## config.mk

```make
export PLATFORM = sky130hd
export DESIGN_NAME = oneshot_stop_ctrl
export DESIGN_NICKNAME = d
export VERILOG_FILES = /design/src/rtl/oneshot_ctrl_pkg.sv /design/src/rtl/dwell_timer.sv /design/src/rtl/oneshot_stop_ctrl.sv
export SDC_FILE = /design/constraint.sdc
export NUM_CORES = 1
export LEC_CHECK = 0
export CELL_PAD_IN_SITES_DETAIL_PLACEMENT = 0
export CELL_PAD_IN_SITES_GLOBAL_PLACEMENT = 1
export CORE_MARGIN = 2
export CORE_UTILIZATION = 40
export CTS_CLUSTER_DIAMETER = 100
export DETAILED_ROUTE_END_ITERATION = 16
export GPL_TIMING_DRIVEN = 0
export HOLD_SLACK_MARGIN = 0.02
export PLACE_DENSITY = 0.94
export SLEW_MARGIN = 0
export SYNTH_ARGS = -nofsm -noshare
export SYNTH_HDL_FRONTEND = slang
export SYNTH_SLANG_ARGS = --single-unit
```

## constraint.sdc

```tcl
create_clock -name clk -period 3.67 [get_ports clk]
set_input_delay 0.367 -clock clk [delete_from_list [all_inputs] [get_ports clk]]
set_output_delay 0.367 -clock clk [all_outputs]
set_load 0.1 [all_outputs]
```

## src/rtl/oneshot_ctrl_pkg.sv

```systemverilog
// oneshot_ctrl_pkg: shared state encoding and default sizes for the one-shot stop sequencer
package oneshot_ctrl_pkg;

    localparam int DEF_CNT_W  = 8;
    localparam int DEF_SETTLE = 15;
    localparam int DEF_STAT_W = 16;

    typedef enum logic [2:0] {
        ST_SETTLE,
        ST_RUN,
        ST_DRAIN,
        ST_GRANT,
        ST_HOLDOFF
    } state_t;

endpackage

```

## src/rtl/dwell_timer.sv

```systemverilog
// dwell_timer: loadable count-down timer with zero flag; load value N gives N+1 cycles to zero
module dwell_timer #(
    parameter int               CNT_W   = 8,
    parameter logic [CNT_W-1:0] RST_VAL = '0
) (
    input  logic             clk,
    input  logic             rst,
    input  logic             load,
    input  logic [CNT_W-1:0] load_val,
    output logic             zero
);

    logic [CNT_W-1:0] cnt;

    // load wins; otherwise count down and rest at zero
    always_ff @(posedge clk or posedge rst)
        if (rst)
            cnt <= RST_VAL;
        else if (load)
            cnt <= load_val;
        else if (cnt != '0)
            cnt <= cnt - CNT_W'(1);

    assign zero = cnt == '0;

endmodule

```

## src/rtl/oneshot_stop_ctrl.sv

```systemverilog
// oneshot_stop_ctrl: trig_stop sequencer with power-up settle, config freeze handshake and stop-cycle stats
module oneshot_stop_ctrl
    import oneshot_ctrl_pkg::*;
#(
    parameter int CNT_W  = DEF_CNT_W,
    parameter int SETTLE = DEF_SETTLE,
    parameter int STAT_W = DEF_STAT_W
) (
    input  logic              clk,
    input  logic              rst,
    input  logic              ext_stop,
    input  logic              cfg_req,
    output logic              cfg_gnt,
    input  logic [CNT_W-1:0]  drain_cyc,
    input  logic [CNT_W-1:0]  holdoff_cyc,
    output logic              trig_stop,
    output logic              busy,
    input  logic              stat_clr,
    output logic [STAT_W-1:0] stop_cnt
);

    state_t           state, next_state;
    logic             dwell_zero;
    logic             load;
    logic [CNT_W-1:0] load_val;

    // every state change reloads the dwell; only SETTLE, DRAIN and HOLDOFF consume it
    assign load     = next_state != state;
    assign load_val = next_state == ST_HOLDOFF ? holdoff_cyc :
                      next_state == ST_SETTLE  ? CNT_W'(SETTLE) : drain_cyc;

    dwell_timer #(
        .CNT_W  (CNT_W),
        .RST_VAL(CNT_W'(SETTLE))
    ) u_dwell (
        .clk     (clk),
        .rst     (rst),
        .load    (load),
        .load_val(load_val),
        .zero    (dwell_zero)
    );

    // state register
    always_ff @(posedge clk or posedge rst)
        if (rst)
            state <= ST_SETTLE;
        else
            state <= next_state;

    // next-state logic; a dropped request in DRAIN aborts even on the last dwell cycle
    always_comb begin
        next_state = ST_SETTLE;
        case (state)
            ST_SETTLE:  next_state = dwell_zero ? (cfg_req ? ST_DRAIN : ST_RUN) : ST_SETTLE;
            ST_RUN:     next_state = cfg_req ? ST_DRAIN : ST_RUN;
            ST_DRAIN:   next_state = !cfg_req ? ST_RUN : dwell_zero ? ST_GRANT : ST_DRAIN;
            ST_GRANT:   next_state = cfg_req ? ST_GRANT : ST_HOLDOFF;
            ST_HOLDOFF: next_state = dwell_zero ? (cfg_req ? ST_DRAIN : ST_RUN) : ST_HOLDOFF;
            default:    next_state = ST_SETTLE;
        endcase
    end

    // outputs registered from next_state so they match the state on entry
    always_ff @(posedge clk or posedge rst)
        if (rst) begin
            trig_stop <= 1'b1;
            busy      <= 1'b1;
            cfg_gnt   <= 1'b0;
        end else begin
            trig_stop <= next_state == ST_RUN ? ext_stop : 1'b1;
            busy      <= next_state != ST_RUN;
            cfg_gnt   <= next_state == ST_GRANT;
        end

    // saturating count of frozen cycles; clear has priority
    always_ff @(posedge clk or posedge rst)
        if (rst)
            stop_cnt <= '0;
        else if (stat_clr)
            stop_cnt <= '0;
        else if (trig_stop && !(&stop_cnt))
            stop_cnt <= stop_cnt + STAT_W'(1);

endmodule
```

* Yosys cells after proc, flatten, opt, wreduce, memory -nomap -nowiden
Index checks and enable logic that the tools add are counted.
** Word-level totals
- Register bits :: 30
- Latch bits :: 0
- RAM bits :: 0
- Memory bits (read-only) :: 0
- Output and inout port bits :: 19
- Logic and storage cells :: 40
- Memories :: 0
** Cells by class
- Add/subtract/negate cells :: 2
- Multipliers :: 0
- Div/mod/pow operators :: 0
- Magnitude comparators :: 0
- Eq/ne operators :: 9
- Shifts and indexed selects :: 0
- Multiplexer cells :: 14
- Bitwise gates (word level) :: 0
- Reduce and logical (&&, ||, !) cells :: 9
** Operators with widths (count)
- 16-bit 2-to-1 mux :: 2
- 8-bit 2-to-1 mux :: 4
- 16-bit by 1-bit adder with 16-bit output (second input constant) :: 1
- 16-bit AND reduction :: 1
- 3-bit one-hot mux with 5 select lines :: 1
- 3-bit by 2-bit == test with 1-bit output (second input constant) :: 3
- 3-bit 2-to-1 mux :: 3
- 8-bit logical NOT :: 1
- 8-bit nonzero test :: 1
- 8-bit by 1-bit subtractor with 8-bit output (second input constant) :: 1
- 3-bit by 1-bit == test with 1-bit output (second input constant) :: 2
- 3-bit == test (second input constant) :: 2
- 3-bit logical NOT :: 2
- 2-bit 2-to-1 mux :: 2
- 2-bit nonzero test :: 2
- 3-bit by 1-bit inequality test with 1-bit output (second input constant) :: 1
- 3-bit inequality test :: 1
- 1-bit 2-to-1 mux :: 2
- 1-bit logical AND :: 1
- 1-bit logical NOT :: 1

* Logic depth before layout (Yosys ltp)
- Depth after elaboration :: 8
- Depth in mapped cells :: 8

* Hierarchy
Synthesis repeated with hierarchy kept, for this count alone.
** Unflattened totals
- Cells, all modules :: 204
- Area, all modules :: 1858.0 um^2
** Modules (own cells, without submodules)
- oneshot_stop_ctrl :: times used 1, cells an instance 148, area each 1356.3 um^2
- dwell_timer :: times used 1, cells an instance 56, area each 501.7 um^2

* Worst setup path after synthesis
No wires, ideal clock.
- Path type :: reg2reg
- Start point :: register stop_cnt[0]
- End point :: register stop_cnt[5]
- Arrival :: 2.374 ns
- Required time :: 3.538 ns
- Path slack :: 1.164 ns
- Cell stages (with the launch flop) :: 8
- Path buffers :: 1
- Period minus slack after synthesis :: 2.506 ns
- Cell sequence :: dfrtp_1 -> ha_1 -> nand4_1 -> or4_1 -> clkbuf_1 -> nand4_1 -> xor2_1 -> nor2_1
** Between the ends
- Word-level cells in the longest chain between the ends :: 4
** Ends and longest elaborated chain
- start, declared :: line oneshot_stop_ctrl.sv:19 : output logic [STAT_W-1:0] stop_cnt
- start signal, assigned :: line oneshot_stop_ctrl.sv:82 : stop_cnt <= stop_cnt + STAT_W'(1);
- parallel branches: the longest is 4 deep, another holds 16-bit by 1-bit adder with 16-bit output
Several ways; the timed one is not identified. The select of a mux whose other input is x is not followed.
A chain may end at the register's enable or synchronous reset.

* Worst setup path in the final report
- Start point :: register trig_stop
- End point :: output port trig_stop
** RTL lines
- start, declared :: line oneshot_stop_ctrl.sv:16 : output logic trig_stop,
- start signal, assigned :: line oneshot_stop_ctrl.sv:70 : trig_stop <= next_state == ST_RUN ? ext_stop : 1'b1;
No word-level cell between the ends.

==> impl_metrics.env <==
export IMPL_syn2layout_area_growth_pct=32.2
export IMPL_fin_setup_tns_ns=0
export IMPL_ant_nets=0
export IMPL_antenna_found_initial=0
export IMPL_synth_area_leaders="dfrtp_1, dfstp_2, xor2_1"
export IMPL_cts_sinks=30
export IMPL_fin_crit_sh_pct=65.1
export IMPL_end_kind="primary output"
export IMPL_outcome="finished, final reports clean"
export IMPL_vdd_ir_drop_max_mv=0.331
export IMPL_fin_area_mm2=0.00227
export IMPL_synth_cells=177
export IMPL_hp_class="in -> reg"
export IMPL_cap_violations=0
export IMPL_crit_slowest_cell="clkdlybuf4s50_1"
export IMPL_ys_warn_count=0
export IMPL_synth_seq_area_share_pct=44.1
export IMPL_placed_area_mm2=0.00216
export IMPL_grt_max_degree=31
export IMPL_clkLatencyLatePin_ns=0.28
export IMPL_die_w_um=69.5
export IMPL_rows=23
export IMPL_cp_cell_sequence="clkdlybuf4s50_1"
export IMPL_synthesis_nets=201
export IMPL_num_vias=1500
export IMPL_finalPower_uw=1430
export IMPL_period_minus_slack_ns=2.39
export IMPL_start_util_pct=42.3
export IMPL_slew_violations=0
export IMPL_r2r_end="u_dwell.cnt[5]"
export IMPL_ff2ff_setup_slack_ns=1.38
export IMPL_dp_hpwl_um=2830
export IMPL_path_clk_slew_ns=0.07
export IMPL_ys_top_cells_by_count="dfrtp_1, nor2_1, xor2_1"
export IMPL_clk_path_buf_depth=2
export IMPL_gp_congestion=0.780
export IMPL_final_layout_size_suffix_gt1_share_pct=11.7
export IMPL_cts_setup_buffers=0
export IMPL_grt_overflow=0
export IMPL_ys_seq_elements=30
export IMPL_yosysUniqueCellTypes=50
export IMPL_critPathMaxFanout=7
export IMPL_n_antenna_cell=0
export IMPL_tritoncts="built"
export IMPL_dr_pass1_iters=4
export IMPL_cp_start_kind="flop"
export IMPL_grt_usage_pct=17.1
export IMPL_grt_pass1_wl_um=6730
export IMPL_worstMarginPinSlew_ns=1.15
export IMPL_cts_resized_gates=0
export IMPL_worstPathArrival_ns=2.02
export IMPL_synth_area_mm2=0.00172
export IMPL_cts_root_buf="clkbuf_8"
export IMPL_routed_wl_um=3820
export IMPL_num_nets_final=246
export IMPL_die_h_um=69.5
export IMPL_required_ns=3.30
export IMPL_syn_area_per_cell_um2=9.71
export IMPL_hold_buffers=0
export IMPL_cp_slowest_stage_delay_ns=1.15
export IMPL_viasPerCell=5.49
export IMPL_drc_errors=0
export IMPL_holdCritStartpoint="stat_clr"
export IMPL_synth_top_cell_by_area="dfrtp_1"
export IMPL_power_leakage_uw=0.000925
export IMPL_post_synth_top_count_cell="dfrtp_1"
export IMPL_drt_iter0_markers=78
export IMPL_fp_dieArea_mm2=0.00484
export IMPL_fin_skew_ns=0.00728
export IMPL_hold_viol=0
export IMPL_timing_rr_start="u_dwell.cnt[0]"
export IMPL_reg2reg_depth=7
export IMPL_critPathTopFamily="buffers and inverters"
export IMPL_port_buffers=38
export IMPL_synth_edf_count=0
export IMPL_min_path_cells=2
export IMPL_wl_per_cell_um=14.0
export IMPL_max_freq_ghz=0.418
export IMPL_grt_pass1_vias=1479
export IMPL_io_pins=40
export IMPL_synth_top_area_share_pct=35.0
export IMPL_numCtsBuffers=5
export IMPL_critPathBufInv=1
export IMPL_core_area_mm2=0.00406
export IMPL_synth_flop_cell="dfrtp_1"
export IMPL_rsz0062_at_grt="false"
export IMPL_async_reset_ff_share_pct=100
export IMPL_power_density_mw_per_mm2=630
export IMPL_relSlewSlack_pct=23.6
export IMPL_setup_viol=0
export IMPL_crit_type="reg -> out"
export IMPL_holdPathEnd="stop_cnt[13]"
export IMPL_h_tree_depth=2
## routing by layer
layer  vias to the layer above  GRT usage [%]  wire length, um
met1                       717           23.1             1790
li1                        739              -                -
met2                        38           26.6             1790
met5                         -              0                0
met4                         0           5.88               59
met3                         6           4.36              179
## flip-flops by register name, indices dropped and copies added (netlist names)
signal and flops:
cfg_gnt 1, trig_stop 1, busy 1, stop_cnt 16, state 3, u_dwell.cnt 8
## how the worst max path moves through the flow
stage,slack [ns],depth (start not counted),start,end
after floorplan,1.16,7,stop_cnt[0],stop_cnt[5]
after global placement,1.30,6,cfg_req,u_dwell.cnt[6]
after detailed placement,1.32,6,cfg_req,u_dwell.cnt[6]
after CTS,1.27,1,trig_stop,trig_stop
after global routing,1.16,7,u_dwell.cnt[0],u_dwell.cnt[4]
final,1.28,1,trig_stop,trig_stop
## final cells by class
| class | instances | area [um^2] |
|---|---|---|
| Multi-Input combinational cell | 136 | 910 |
| Fill cell | 381 | 1790 |
| Buffer | 6 | 31.3 |
| Clock buffer | 8 | 110 |
| Timing Repair Buffer | 38 | 380 |
| Inverter | 5 | 18.8 |
| Tap cell | 50 | 62.6 |
| Sequential cell | 30 | 758 |
## metrics by stage
| step | util (%) | cells | hold slack, ns | setup WS (ns) |
|---|---|---|---|---|
| detailed placement | 53.3 | 265 | 0.531 | 1.32 |
| finish | 56.0 | 273 | 0.414 | 1.28 |
| global placement | 53.3 | 265 | 0.524 | 1.30 |
| floorplan | - | 177 | 0.453 | 1.16 |
| global route | 56.0 | 273 | 0.413 | 1.16 |
| CTS | 56.0 | 273 | 0.410 | 1.27 |
## report_power, final
part           total [uW]  internal (uW)  switching [uW]
sequential            514            431            83.3
clock                 317            189             128
combinational         600            231             369
total                1430            852             580
## cells in the final DEF, fill, tap and decap left out, types with 2 or more instances in the layout
master / netlist / layout
nand4_1: 8 / 8
nor2b_1: 3 / 3
nand3_1: 13 / 13
clkbuf_8: 0 / 8
nand2_1: 8 / 8
xor2_1: 14 / 14
a21oi_1: 7 / 7
a221oi_1: 5 / 5
a211oi_1: 2 / 2
mux2i_1: 3 / 3
ha_1: 3 / 3
nor2_1: 22 / 22
o21ai_0: 4 / 4
clkdlybuf4s50_1: 0 / 38
o221ai_1: 4 / 4
nand2b_1: 2 / 2
dfstp_2: 6 / 6
inv_1: 5 / 5
dfrtp_1: 24 / 24
or2_2: 2 / 2
nor3b_2: 2 / 2
clkbuf_1: 3 / 3
and3_1: 3 / 3
and3b_1: 2 / 2
nor3_1: 5 / 5
## cells by family (layout without fill, tap and decap cells)
family | count (synthesis) | count (layout) | share of synthesized area (%)
AOI/OAI and AO/OA | 32 | 32 | 13.7
DFF | 30 | 30 | 44.1
adders and majority gates | 3 | 3 | 2.19
muxes | 4 | 4 | 2.40
and+or+nand+nor | 82 | 82 | 27.0
xor gates and xnor gates | 15 | 15 | 7.65
buffers and inverters | 11 | 57 | 2.91
Power figures use the tool's default switching activity.
